`src/rtl/npc_pkg.sv`:
```
// Shared next-PC definitions: select encodings and default PC constants.
// Imported by the next-PC unit, its return-address stack, the controller and the bench.
package npc_pkg;

    // Next-PC mode encodings (npc_sel)
    localparam logic [2:0] NPC_SEQ = 3'b000;
    localparam logic [2:0] NPC_BEQ = 3'b001;
    localparam logic [2:0] NPC_BNE = 3'b010;
    localparam logic [2:0] NPC_J   = 3'b011;
    localparam logic [2:0] NPC_JAL = 3'b100;
    localparam logic [2:0] NPC_JR  = 3'b101;
    localparam logic [2:0] NPC_RET = 3'b110;
    localparam logic [2:0] NPC_RSV = 3'b111;

    // Default reset and exception-vector addresses
    localparam logic [31:0] RESET_PC_DEF = 32'h0000_3000;
    localparam logic [31:0] EXC_VEC_DEF  = 32'h0000_4180;

    // Clear the byte-offset bits of an address
    function automatic logic [31:0] word_align(input logic [31:0] a);
        return {a[31:2], 2'b00};
    endfunction

endpackage

```
`src/rtl/npc_ras.sv`:
```
// Circular return-address stack. A push when full overwrites the oldest entry.
// Ports: clk, rst (sync active-low), push, pop, push_data -> top, count, full, empty.
module npc_ras #(
    parameter int ADDR_W    = 32,
    parameter int RAS_DEPTH = 4
) (
    input  logic                         clk,
    input  logic                         rst,
    input  logic                         push,
    input  logic                         pop,
    input  logic [ADDR_W-1:0]            push_data,
    output logic [ADDR_W-1:0]            top,
    output logic [$clog2(RAS_DEPTH):0]   count,
    output logic                         full,
    output logic                         empty
);

    localparam int PTR_W = $clog2(RAS_DEPTH);
    localparam logic [PTR_W:0] DEPTH_C = (PTR_W+1)'(RAS_DEPTH);

    logic [ADDR_W-1:0] mem [RAS_DEPTH];
    logic [PTR_W-1:0]  ptr;
    logic [PTR_W-1:0]  ptr_inc;
    logic [PTR_W-1:0]  ptr_dec;

    assign ptr_inc = ptr + PTR_W'(1);
    assign ptr_dec = ptr - PTR_W'(1);

    // ptr always names the most recent entry; the slot is stale when empty
    assign top   = mem[ptr];
    assign full  = (count == DEPTH_C);
    assign empty = (count == '0);

    always_ff @(posedge clk) begin
        if (!rst) begin
            ptr   <= '0;
            count <= '0;
            for (int i = 0; i < RAS_DEPTH; i++) begin
                mem[i] <= '0;
            end
        end else if (push) begin
            // The pointer wraps, so a push when full lands on the oldest entry
            ptr          <= ptr_inc;
            mem[ptr_inc] <= push_data;
            if (!full) begin
                count <= count + 1'b1;
            end
        end else if (pop && !empty) begin
            ptr   <= ptr_dec;
            count <= count - 1'b1;
        end
    end

endmodule

```
`src/rtl/npc_unit.sv`:
```
// Next-PC generator owning the PC register, with branch/jump modes and a RAS.
// Ports: clk, rst, stall, redirect, npc_sel, zero, imm, reg_val -> pc, pc_plus4, ras_hit, ras_count.
module npc_unit
    import npc_pkg::*;
#(
    parameter int          ADDR_W    = 32,
    parameter logic [31:0] RESET_PC  = RESET_PC_DEF,
    parameter logic [31:0] EXC_VEC   = EXC_VEC_DEF,
    parameter int          RAS_DEPTH = 4
) (
    input  logic                         clk,
    input  logic                         rst,
    input  logic                         stall,
    input  logic                         redirect,
    input  logic [2:0]                   npc_sel,
    input  logic                         zero,
    input  logic [25:0]                  imm,
    input  logic [31:0]                  reg_val,
    output logic [ADDR_W-1:0]            pc,
    output logic [ADDR_W-1:0]            pc_plus4,
    output logic                         ras_hit,
    output logic [$clog2(RAS_DEPTH):0]   ras_count
);

    localparam int WA_W = ADDR_W - 2;

    localparam logic [31:0] RST_AL = word_align(RESET_PC);
    localparam logic [31:0] EXC_AL = word_align(EXC_VEC);
    localparam logic [ADDR_W-1:0] RST_PC_C = RST_AL[ADDR_W-1:0];
    localparam logic [ADDR_W-1:0] EXC_PC_C = EXC_AL[ADDR_W-1:0];

    logic [WA_W-1:0]   wa;
    logic [WA_W-1:0]   wa_inc;
    logic [WA_W-1:0]   br_off;
    logic [WA_W-1:0]   br_wa;
    logic [ADDR_W-1:0] br_tgt;
    logic [ADDR_W-1:0] j_tgt;
    logic [ADDR_W-1:0] jr_tgt;
    logic [ADDR_W-1:0] nxt_pc;
    logic              push_req;
    logic              pop_req;
    logic              advance;
    logic              hit_nxt;
    logic [ADDR_W-1:0] ras_top;
    logic              ras_full;
    logic              ras_empty;
    logic              unused_bits;

    // Arithmetic on the word address wraps modulo 2^(ADDR_W-2)
    assign wa       = pc[ADDR_W-1:2];
    assign wa_inc   = wa + WA_W'(1);
    assign pc_plus4 = {wa_inc, 2'b00};

    assign br_off = {{(WA_W-16){imm[15]}}, imm[15:0]};
    assign br_wa  = wa_inc + br_off;
    assign br_tgt = {br_wa, 2'b00};

    assign jr_tgt = {reg_val[ADDR_W-1:2], 2'b00};

    // Jump keeps the region bits of pc+4 above bit 27, if any exist
    if (ADDR_W > 28) begin : g_jhi
        assign j_tgt = {pc_plus4[ADDR_W-1:28], imm, 2'b00};
    end else begin : g_jlo
        assign j_tgt = {imm, 2'b00};
    end

    always_comb begin
        nxt_pc   = pc_plus4;
        push_req = 1'b0;
        pop_req  = 1'b0;
        case (npc_sel)
            NPC_BEQ: if (zero)  nxt_pc = br_tgt;
            NPC_BNE: if (!zero) nxt_pc = br_tgt;
            NPC_J:   nxt_pc = j_tgt;
            NPC_JAL: begin
                nxt_pc   = j_tgt;
                push_req = 1'b1;
            end
            NPC_JR:  nxt_pc = jr_tgt;
            NPC_RET: begin
                nxt_pc  = jr_tgt;
                pop_req = 1'b1;
            end
            default: nxt_pc = pc_plus4;
        endcase
    end

    // Only an un-stalled, un-redirected cycle commits a mode
    assign advance = !redirect && !stall;

    assign hit_nxt = advance && pop_req && !ras_empty &&
                     (ras_top[ADDR_W-1:2] == reg_val[ADDR_W-1:2]);

    npc_ras #(
        .ADDR_W    (ADDR_W),
        .RAS_DEPTH (RAS_DEPTH)
    ) u_ras (
        .clk       (clk),
        .rst       (rst),
        .push      (advance && push_req),
        .pop       (advance && pop_req),
        .push_data (pc_plus4),
        .top       (ras_top),
        .count     (ras_count),
        .full      (ras_full),
        .empty     (ras_empty)
    );

    always_ff @(posedge clk) begin
        if (!rst) begin
            pc      <= RST_PC_C;
            ras_hit <= 1'b0;
        end else if (redirect) begin
            pc      <= EXC_PC_C;
            ras_hit <= 1'b0;
        end else if (stall) begin
            ras_hit <= 1'b0;
        end else begin
            pc      <= nxt_pc;
            ras_hit <= hit_nxt;
        end
    end

    // Byte-offset bits of reg_val / stack entries and the full flag are not needed here
    assign unused_bits = ^{reg_val, ras_top, ras_full};

endmodule

```
`config.mk`:
```
export PLATFORM = sky130hd
export DESIGN_NAME = npc_unit
export DESIGN_NICKNAME = d
export VERILOG_FILES = /design/src/rtl/npc_pkg.sv /design/src/rtl/npc_ras.sv /design/src/rtl/npc_unit.sv
export SDC_FILE = /design/constraint.sdc
export NUM_CORES = 1
export LEC_CHECK = 0
export CAP_MARGIN = 10
export CORE_ASPECT_RATIO = 1.25
export CORE_MARGIN = 1
export CORE_UTILIZATION = 30
export DETAILED_ROUTE_END_ITERATION = 12
export GPL_TIMING_DRIVEN = 0
export PLACE_DENSITY = 0.51
export SYNTH_ARGS = -nofsm -noshare
export SYNTH_HDL_FRONTEND = slang
export SYNTH_SLANG_ARGS = --single-unit
```
`constraint.sdc`:
```
create_clock -name clk -period 6.88 [get_ports clk]
set_input_delay 1.376 -clock clk [delete_from_list [all_inputs] [get_ports clk]]
set_output_delay 1.376 -clock clk [all_outputs]
set_load 0.01 [all_outputs]
```
==> key figures, run 1 <==
Timing
  – Final hold violation count: 0
  – Worst Clk Skew: 0.0113 ns
  – Setup Viol. Count Final: 0
  – Min cycle time layout: 4.92 ns
  – Worst slew pin tran: 1.13 ns
  – RSZ-0062 raised after global routing: false
  – Slew Limit Fails: 0
  – Rel. slew slack: 0.241
  – TNS Setup: 0 ns
  – F_max: 203 MHz
  – Final Cycle Share: 0.716

Place
  – Dpl hpwl: 27700 um
  – Routability cong.: 0.886
  – Port Buffer Count: 125
  – Placement Cell Area: 11500 um^2
  – Post-Place Cells: 1506

Logic synthesis
  – Syn. warnings: 0
  – Number of synthesized register bits: 158
  – EDFF count, synth: 120
  – Sequential area share after synthesis: 0.449
  – Synthesized area: 9730 um^2
  – Post-synth top cells: edfxtp_1 (120), nor2_1 (118), inv_1 (71)
  – Top-area cell type share of the netlist area: 0.371
  – Cells after synthesis: 966
  – Async SR Flop Fraction: 0
  – Ys flop type: edfxtp_1
  – Top cell type by total area after synthesis: edfxtp_1
  – Mean Syn Cell Area: 10.1 um^2
  – Largest cells by area after synthesis: edfxtp_1 (37%), dfxtp_1 (7.8%), mux4_2 (6.9%)
  – Top-count cell post-synth: edfxtp_1
  – Unique masters post-synth: 63

Setup path
  – Crit path max fanout: 6
  – Endpoint class of the critical path: primary output
  – Critical Path Source Type: flop
  – Worst Path Arrival: 3.55 ns
  – Register-to-Register Path Depth: 15
  – CP required: 5.50 ns
  – Setup CP Type: reg -> out

Final layout
  – Area growth syn-to-layout: 24.8%
  – Ant diodes: 0
  – Filler cell count: 3224
  – Fin cells: 1538
  – Cell area after layout: 12100 um^2
  – Nets: 1217
  – Fraction of layout cells with a size suffix above 1: 0.0897

CTS
  – CTS tree: done
  – CTS clk-pin slew, worst paths: 0.07 ns
  – Clock buffer depth: 2
  – Clk sinks: 158
  – Worst skew pair latency: 0.44 ns
  – # Post-CTS Setup Buffers: 0
  – Root Driver: clkbuf_16
  – Cts bufs inserted: 17
  – Post-CTS sizing: 0
  – # hold bufs at CTS: 0
  – H-tree Lvls: 4

Routing
  – Vias per inst: 5.42
  – Detailed router's first-iteration violation count: 916
  – Residual DRC count: 0
  – Vias: 8338
  – Routed wire length: 36200 um
  – Routed Antenna Nets: 0
  – First-pass detailed-route iteration total: 6
  – WL per Instance: 23.5 um

Floorplan
  – CORE AREA: 31900 um^2
  – Cell Rows: 73
  – Die Ht: 203 um
  – I/O Pins: 134
  – Die extent in x: 163 um
  – Die area: 33100 um^2
  – Starting density of the core: 0.305

Global route
  – First-pass GRT wire length: 52800 um
  – GRT Util Overall: 0.222
  – Initial antenna violation count: 0
  – GRT Residual Overflow: 0
  – Pin count of the biggest net entering global routing: 31
  – Vias in the first global route: 8236

Min path
  – Hold Crit Class: reg -> reg
  – WHS Path Cells: 2

Power and ir drop
  – Seq pwr share: 0.426
  – Clk network pwr share: 0.403
  – Switch Pwr: 0.700 mW
  – Switching share of power: 0.275
  – P per Cell Area: 210 nW/um^2
  – Combinational fraction of design power: 0.172
  – Pint: 1.85 mW
  – Pwr Total: 2.55 mW
  – Peak supply drop: 131 uV
  – Lkg Pwr: 4.57 nW

Outcome
  – Status: complete, no violations

Flow run
  – MaxCap Viol Count: 0
## power groups by stage
stage / logic, mW / registers, mW / clock network, mW
detailed placement: 0.433 / 1.10 / 0
floorplan: 0.238 / 1.10 / 0
global placement: 0.433 / 1.10 / 0
CTS: 0.437 / 1.08 / 1.03
global route: 0.470 / 1.09 / 1.06
finish: 0.437 / 1.08 / 1.03
## per-stage QoR
stage | setup slack (ns) | utilization | hold slack [ns]
after global routing | 1.88 | 0.381 | 0.601
after detailed placement | 1.72 | 0.361 | 0.542
after CTS | 1.98 | 0.381 | 0.559
after floorplan | 2.98 | - | 0.529
final | 1.96 | 0.381 | 0.560
after global placement | 1.16 | 0.361 | 0.534
## final timing paths
| check | from | endpoint | slack (ns) |
|---|---|---|---|
| setup reg to reg | pc[10]$_SDFFE_PP0N_ | pc[29]$_SDFFE_PP0N_ | 2.19 |
| hold / removal | pc[25]$_SDFFE_PP0N_ | pc[25]$_SDFFE_PP0N_ | 0.56 |
| hold reg to reg | pc[25]$_SDFFE_PP0N_ | pc[25]$_SDFFE_PP0N_ | 0.56 |
| setup / recovery | pc[6]$_SDFFE_PP0N_ | pc_plus4[28] | 1.96 |
## registers in the layout (all words and copies together), names as in the netlist, named ones only
name         flops
u_ras.mem      120
pc              30
ras_hit          1
u_ras.ptr        2
u_ras.count      3
## cells in the final DEF, fill, tap and decap left out, types with 4 or more instances in the layout
cell type        synthesis  final
clkdlybuf4s50_1          0    125
edfxtp_1               120    120
nor2_1                 118    118
inv_1                   71     71
nand2_1                 62     58
xnor2_1                 53     53
a21oi_1                 52     52
o21ai_0                 46     46
dfxtp_1                 38     38
clkbuf_1                35     37
ha_1                    36     36
nor3_1                  34     34
xor2_1                  32     32
mux4_2                  30     30
a221oi_1                28     28
nand3_1                 27     27
nor2b_1                 22     22
clkbuf_16                0     17
nand4_1                 11     11
buf_2                    9      9
a21o_1                   9      9
and2_1                   8      8
or2_2                    8      8
a211oi_1                 8      8
a31oi_1                  7      7
o21ai_1                  6      6
o21a_1                   6      6
nor4_1                   6      6
o31ai_1                  6      6
or3_1                    5      5
and3_1                   5      5
o21bai_1                 5      5
clkinvlp_4               0      5
and4_1                   4      4
nand2_2                  0      4
nand3b_1                 4      4
a221o_1                  4      4
buf_4                    4      4
conb_1                   1      4
bufinv_16                0      4
## worst max-delay path: stages, from the launching register on
cell	delay [ns]
dfxtp_1	0.49
and4_4	0.29
and3_4	0.19
buf_6	0.11
nand2_1	0.15
nor4_2	0.58
nand3_1	0.21
xnor2_2	0.40
inv_1	0.16
clkdlybuf4s50_1	0.52
## cells by family after synthesis
family	after synthesis	synth area share
XOR/XNOR	87	0.0799
adder cells (fa/ha/maj)	38	0.0504
flip-flops	158	0.449
multiplexers	33	0.0726
buffers and inverters	124	0.0522
other	1	0.000386
AO/OA/AOI/OAI	195	0.129
AND/OR/NAND/NOR	330	0.166
## routing by layer
metal	vias to the layer above	global-route usage	wire, um
met3	44	0.0380	2680
met1	4118	0.292	15100
met2	386	0.370	17600
li1	3790	-	-
met4	0	0.0654	733
met5	-	0	0
## area by class of cell
type / count / area [um^2] / share of cell area
Buffer: 53 / 241 / 0.0199
Clock buffer: 19 / 433 / 0.0357
Clock inverter: 13 / 189 / 0.0156
Inverter: 71 / 267 / 0.0220
Multi-Input combinational cell: 687 / 4870 / 0.402
Sequential cell: 158 / 4360 / 0.360
Tap cell: 412 / 515 / 0.0425
Timing Repair Buffer: 125 / 1250 / 0.103
Note: power is estimated with default switching activity, not from simulation.
==> inputs of run 2 (changes only) <==
==> constraint.sdc (replaced) <==
create_clock -name clk -period 4.67 [get_ports clk]
set_input_delay 0.934 -clock clk [delete_from_list [all_inputs] [get_ports clk]]
set_output_delay 0.934 -clock clk [all_outputs]
set_load 0.01 [all_outputs]
==> key figures, run 2 (synthesized netlist as in run 1, its figures left out) <==
Outcome
  – Status: complete, no violations

Setup path
  – Reg2reg start: pc[10]$_SDFFE_PP0N_
  – Setup CP Type: reg -> reg
  – Endpoint class of the critical path: flop
  – Critical Path Source Type: flop
  – CP required: 4.98 ns
  – Reg-to-Reg End: pc[29]$_SDFFE_PP0N_
  – R2R Setup Slk: 0.25 ns
  – Worst Path Arrival: 4.72 ns
  – Register-to-Register Path Depth: 15
  – Crit path max fanout: 7

Timing
  – F_max: 226 MHz
  – Worst Clk Skew: 0.0141 ns
  – Min cycle time layout: 4.42 ns
  – TNS Setup: 0 ns
  – Hold Slack: 0.548 ns
  – Final Cycle Share: 0.945
  – Setup Viol. Count Final: 0
  – RSZ-0062 raised after global routing: false
  – Slew Limit Fails: 0
  – Worst slew pin tran: 1.06 ns
  – Rel. slew slack: 0.284
  – Final hold violation count: 0

Floorplan
  – Die area: 33100 um^2
  – CORE AREA: 31900 um^2
  – Die Ht: 203 um
  – Die extent in x: 163 um
  – Cell Rows: 73
  – I/O Pins: 134
  – Starting density of the core: 0.305

CTS
  – Root Driver: clkbuf_16
  – Clock buffer depth: 2
  – CTS clk-pin slew, worst paths: 0.07 ns
  – Worst skew pair latency: 0.44 ns
  – Cts bufs inserted: 17
  – # hold bufs at CTS: 0
  – # Post-CTS Setup Buffers: 0
  – CTS tree: done
  – Clk sinks: 158
  – H-tree Lvls: 4

Routing
  – Routed Antenna Nets: 0
  – Vias: 8260
  – WL per Instance: 23.5 um
  – First-pass detailed-route iteration total: 5
  – Vias per inst: 5.37
  – Detailed router's first-iteration violation count: 944
  – Residual DRC count: 0
  – Routed wire length: 36100 um

Flow run
  – MaxCap Viol Count: 0

Final layout
  – Commonest non-fill, non-tap cell in the layout: clkdlybuf4s50_1
  – Filler cell count: 3216
  – Max reg flops: 120
  – Cell area after layout: 12200 um^2
  – Regs by FF count: u_ras.mem: 120 flops, pc: 30 flops, u_ras.count: 3 flops
  – Area growth syn-to-layout: 25.2%
  – Ant diodes: 0
  – Nets: 1217
  – Fraction of layout cells with a size suffix above 1: 0.0995
  – Most frequent cells in the layout: clkdlybuf4s50_1 (125), edfxtp_1 (120), nor2_1 (118), inv_1 (70), nand2_1 (58)
  – Largest register by flop count: u_ras.mem

Power and ir drop
  – Peak supply drop: 194 uV
  – Lkg Pwr: 4.58 nW
  – Pwr Total: 3.76 mW
  – P per Cell Area: 308 nW/um^2

Global route
  – First-pass GRT wire length: 52800 um
  – Vias in the first global route: 8235
  – Initial antenna violation count: 0
  – GRT Util Overall: 0.222
  – GRT Residual Overflow: 0
  – Pin count of the biggest net entering global routing: 31

Place
  – Port Buffer Count: 125
  – Placement Cell Area: 11500 um^2
  – Dpl hpwl: 27700 um
  – Routability cong.: 0.886

Min path
  – Worst Hold Endpoint: pc[4]$_SDFFE_PP0N_
  – Hold Crit Class: reg -> reg
  – WHS Path Cells: 2
  – Hold path startpoint: pc[4]$_SDFFE_PP0N_
## run 2: area by class of cell
| class | count | area [um^2] | share of cell area |
|---|---|---|---|
| Buffer | 53 | 241 | 0.0198 |
| Clock buffer | 19 | 433 | 0.0356 |
| Clock inverter | 13 | 189 | 0.0155 |
| Inverter | 71 | 267 | 0.0219 |
| Multi-Input combinational cell | 687 | 4910 | 0.403 |
| Sequential cell | 158 | 4370 | 0.359 |
| Tap cell | 412 | 515 | 0.0423 |
| Timing Repair Buffer | 125 | 1250 | 0.103 |
## run 2: repair_timing
action / in CTS / in global routing
endpoints found under the setup margin: 1 / 6
resized for setup: 1 / 10
endpoints found under the hold margin: 0 / 0
## run 2: layer usage
metal | GRT usage | routed length [um] | up-vias
met3 | 0.0380 | 2530 | 39
met5 | 0 | 0 | -
met4 | 0.0654 | 658 | 0
li1 | - | - | 3791
met1 | 0.292 | 15300 | 4076
met2 | 0.370 | 17600 | 354
## run 2: worst max path at each step
stage                              startpoint                             end  slack, ns  cells after the start
final                     pc[10]$_SDFFE_PP0N_             pc[29]$_SDFFE_PP0N_       0.25                     15
after detailed placement             redirect  u_ras.mem[1][20]$_SDFFCE_PN0P_      -0.05                      8
after global placement               redirect  u_ras.mem[1][20]$_SDFFCE_PN0P_      -0.61                      8
after global routing       pc[7]$_SDFFE_PN0P_             pc[26]$_SDFFE_PP0N_       0.04                     19
after CTS                  pc[4]$_SDFFE_PP0N_             pc[30]$_SDFFE_PP0N_       0.10                     19
after floorplan            pc[4]$_SDFFE_PP0N_             pc[30]$_SDFFE_PP0N_       0.92                     19
## run 2: where the power goes
group          internal [mW]  switching (mW)
registers               1.56          0.0369
clock network          0.898           0.613
logic                  0.264           0.383
## run 2: through the flow
step                      setup slack (ns)  cells  utilization
after floorplan                      0.922    969            -
after global placement              -0.609   1506        0.361
after detailed placement           -0.0528   1506        0.361
after CTS                            0.101   1538        0.381
after global routing                0.0371   1538        0.382
final                                0.255   1538        0.382
## run 2: worst max-delay path, stage by stage, from the launching register on
cell and delay (ns):
dfxtp_1 0.53, and4_1 0.31, and2_1 0.18, and3_4 0.24
nand4_1 0.17, xnor2_2 0.44, inv_1 0.19, ha_1 0.31
clkbuf_1 0.28, nand4_1 0.26, or2_2 0.35, or3_1 0.40
a31oi_1 0.27, o21ai_0 0.11, a31oi_1 0.16, nor3_1 0.06
==> inputs of run 3 (changes only) <==
--- a/config.mk
+++ b/config.mk
@@ -6,12 +6,14 @@
 export NUM_CORES = 1
 export LEC_CHECK = 0
 export CAP_MARGIN = 10
+export CELL_PAD_IN_SITES_DETAIL_PLACEMENT = 1
+export CELL_PAD_IN_SITES_GLOBAL_PLACEMENT = 1
 export CORE_ASPECT_RATIO = 1.25
 export CORE_MARGIN = 1
 export CORE_UTILIZATION = 30
 export DETAILED_ROUTE_END_ITERATION = 12
 export GPL_TIMING_DRIVEN = 0
-export PLACE_DENSITY = 0.51
+export PLACE_DENSITY = 0.61
 export SYNTH_ARGS = -nofsm -noshare
 export SYNTH_HDL_FRONTEND = slang
 export SYNTH_SLANG_ARGS = --single-unit
==> key figures, run 3 (synthesized netlist as in run 1, its figures left out) <==
Floorplan
  – Die Ht: 203 um
  – Starting density of the core: 0.305
  – Die extent in x: 163 um
  – Cell Rows: 73
  – CORE AREA: 31900 um^2
  – I/O Pins: 134
  – Die area: 33100 um^2

Routing
  – Highest routed layer: met4
  – First-pass detailed-route iteration total: 5
  – Met2 WL: 18600 um
  – Vias: 8280
  – WL per Instance: 24.4 um
  – Routed Antenna Nets: 0
  – Detailed router's first-iteration violation count: 640
  – Residual DRC count: 0
  – WL met3: 2280 um
  – Routed wire length: 37600 um
  – Vias per inst: 5.38
  – Post-Route M1 WL: 15900 um

Final layout
  – Cell area after layout: 12200 um^2
  – Filler cell count: 3599
  – Core Util, Final: 0.382
  – Commonest non-fill, non-tap cell in the layout: clkdlybuf4s50_1
  – Max reg flops: 120
  – Nets: 1218
  – Area growth syn-to-layout: 25.1%
  – Regs by FF count: u_ras.mem: 120 flops, pc: 30 flops, u_ras.count: 3 flops
  – Largest register by flop count: u_ras.mem
  – Ant diodes: 0
  – Fraction of layout cells with a size suffix above 1: 0.0985
  – Most frequent cells in the layout: clkdlybuf4s50_1 (125), edfxtp_1 (120), nor2_1 (117), inv_1 (70), nand2_1 (58)

Global route
  – Pin count of the biggest net entering global routing: 31
  – First-pass GRT wire length: 55500 um
  – GRT Residual Overflow: 0
  – Initial antenna violation count: 0
  – GRT Util Overall: 0.233
  – Vias in the first global route: 8594

Power and ir drop
  – Pwr Total: 3.69 mW
  – P per Cell Area: 303 nW/um^2
  – Lkg Pwr: 4.59 nW
  – Peak supply drop: 187 uV

Timing
  – Final hold violation count: 0
  – Worst Clk Skew: 0.00964 ns
  – Min cycle time layout: 4.39 ns
  – RSZ-0062 raised after global routing: false
  – Worst slew pin tran: 1.17 ns
  – Final Cycle Share: 0.940
  – Rel. slew slack: 0.212
  – Slew Limit Fails: 0
  – Hold Slack: 0.542 ns
  – TNS Setup: 0 ns
  – F_max: 228 MHz
  – Setup Viol. Count Final: 0

Place
  – Placement Cell Area: 11500 um^2
  – Dpl hpwl: 29200 um
  – Routability cong.: 0.877
  – Port Buffer Count: 125

Setup path
  – Crit path max fanout: 6
  – Setup CP Type: reg -> out
  – Endpoint class of the critical path: primary output
  – R2R Setup Slk: 0.29 ns
  – Worst Path Arrival: 3.46 ns
  – Critical path's top delay family: simple AND/OR/NAND/NOR gates
  – Largest stage delay on the critical path: 0.60 ns
  – Worst path cell trace: and4_4, and3_4, buf_6, nand2_1, nor4_2, nand3_1, xnor2_2, inv_1, clkdlybuf4s50_1
  – CP required: 3.74 ns
  – Critical Path Source Type: flop
  – Slowest cell on crit path: nor4_2
  – Buffer and inverter count on the worst path: 3

CTS
  – # Post-CTS Setup Buffers: 0
  – Post-CTS sizing: 0
  – Clock buffer depth: 2
  – Cts bufs inserted: 17
  – CTS tree: done
  – CTS clk-pin slew, worst paths: 0.07 ns
  – # hold bufs at CTS: 0
  – Root Driver: clkbuf_16
  – Worst skew pair latency: 0.44 ns
  – Clk sinks: 158
  – H-tree Lvls: 4

Outcome
  – Status: complete, no violations

Flow run
  – MaxCap Viol Count: 0

Min path
  – Hold Crit Class: reg -> reg
==> run 3: layer usage <==
metal,GRT usage,up-vias
li1,-,3780
met1,0.298,4156
met2,0.396,302
met3,0.0376,42
met4,0.0781,0
met5,0,-
==> run 3: worst register-to-register path: stages (launching register included) <==
cell and delay, ns:
dfxtp_1 0.50, and4_1 0.30, and2_1 0.17, and3_4 0.24
nand3_1 0.21, nor3_1 0.26, xnor2_1 0.28, inv_1 0.27
ha_1 0.43, a21o_1 0.24, a21o_1 0.18, a21oi_1 0.29
o211a_1 0.21, a31oi_1 0.10, or3_1 0.33, a31oi_1 0.17
nor3_1 0.06
==> run 3: cell type report <==
class                      count  area [um^2]  area share
sequential                   158         4370       0.359
multi-input combinational    687         4910       0.404
tap                          412          515      0.0424
clock inverter                15          161      0.0133
buffer                        53          241      0.0198
timing repair buffer         126         1280       0.105
inverter                      71          267      0.0219
clock buffer                  17          425      0.0350
==> run 3: worst paths after layout <==
kind / from / end / cells past startpoint
max: pc[6]$_SDFFE_PP0N_ / pc_plus4[28] / 9
min: pc[4]$_SDFFE_PP0N_ / pc[4]$_SDFFE_PP0N_ / 2
max reg2reg: pc[11]$_SDFFE_PP0N_ / pc[29]$_SDFFE_PP0N_ / 16
min reg2reg: pc[4]$_SDFFE_PP0N_ / pc[4]$_SDFFE_PP0N_ / 2
==> run 3: power by group <==
group	internal (mW)	leakage [nW]	total [mW]	switching (mW)
sequential	1.56	1.54	1.60	0.0378
clock	0.798	0.285	1.43	0.633
combinational	0.266	2.76	0.658	0.391
total	2.62	4.59	3.69	1.06
==> run 3: per-stage QoR <==
stage	cells	worst slack, ns
5_1_grt	1539	0.0185
6_report	1539	0.279
3_5_place_dp	1507	-0.0302
2_1_floorplan	969	0.922
4_1_cts	1539	0.0589
3_3_place_gp	1506	-0.545
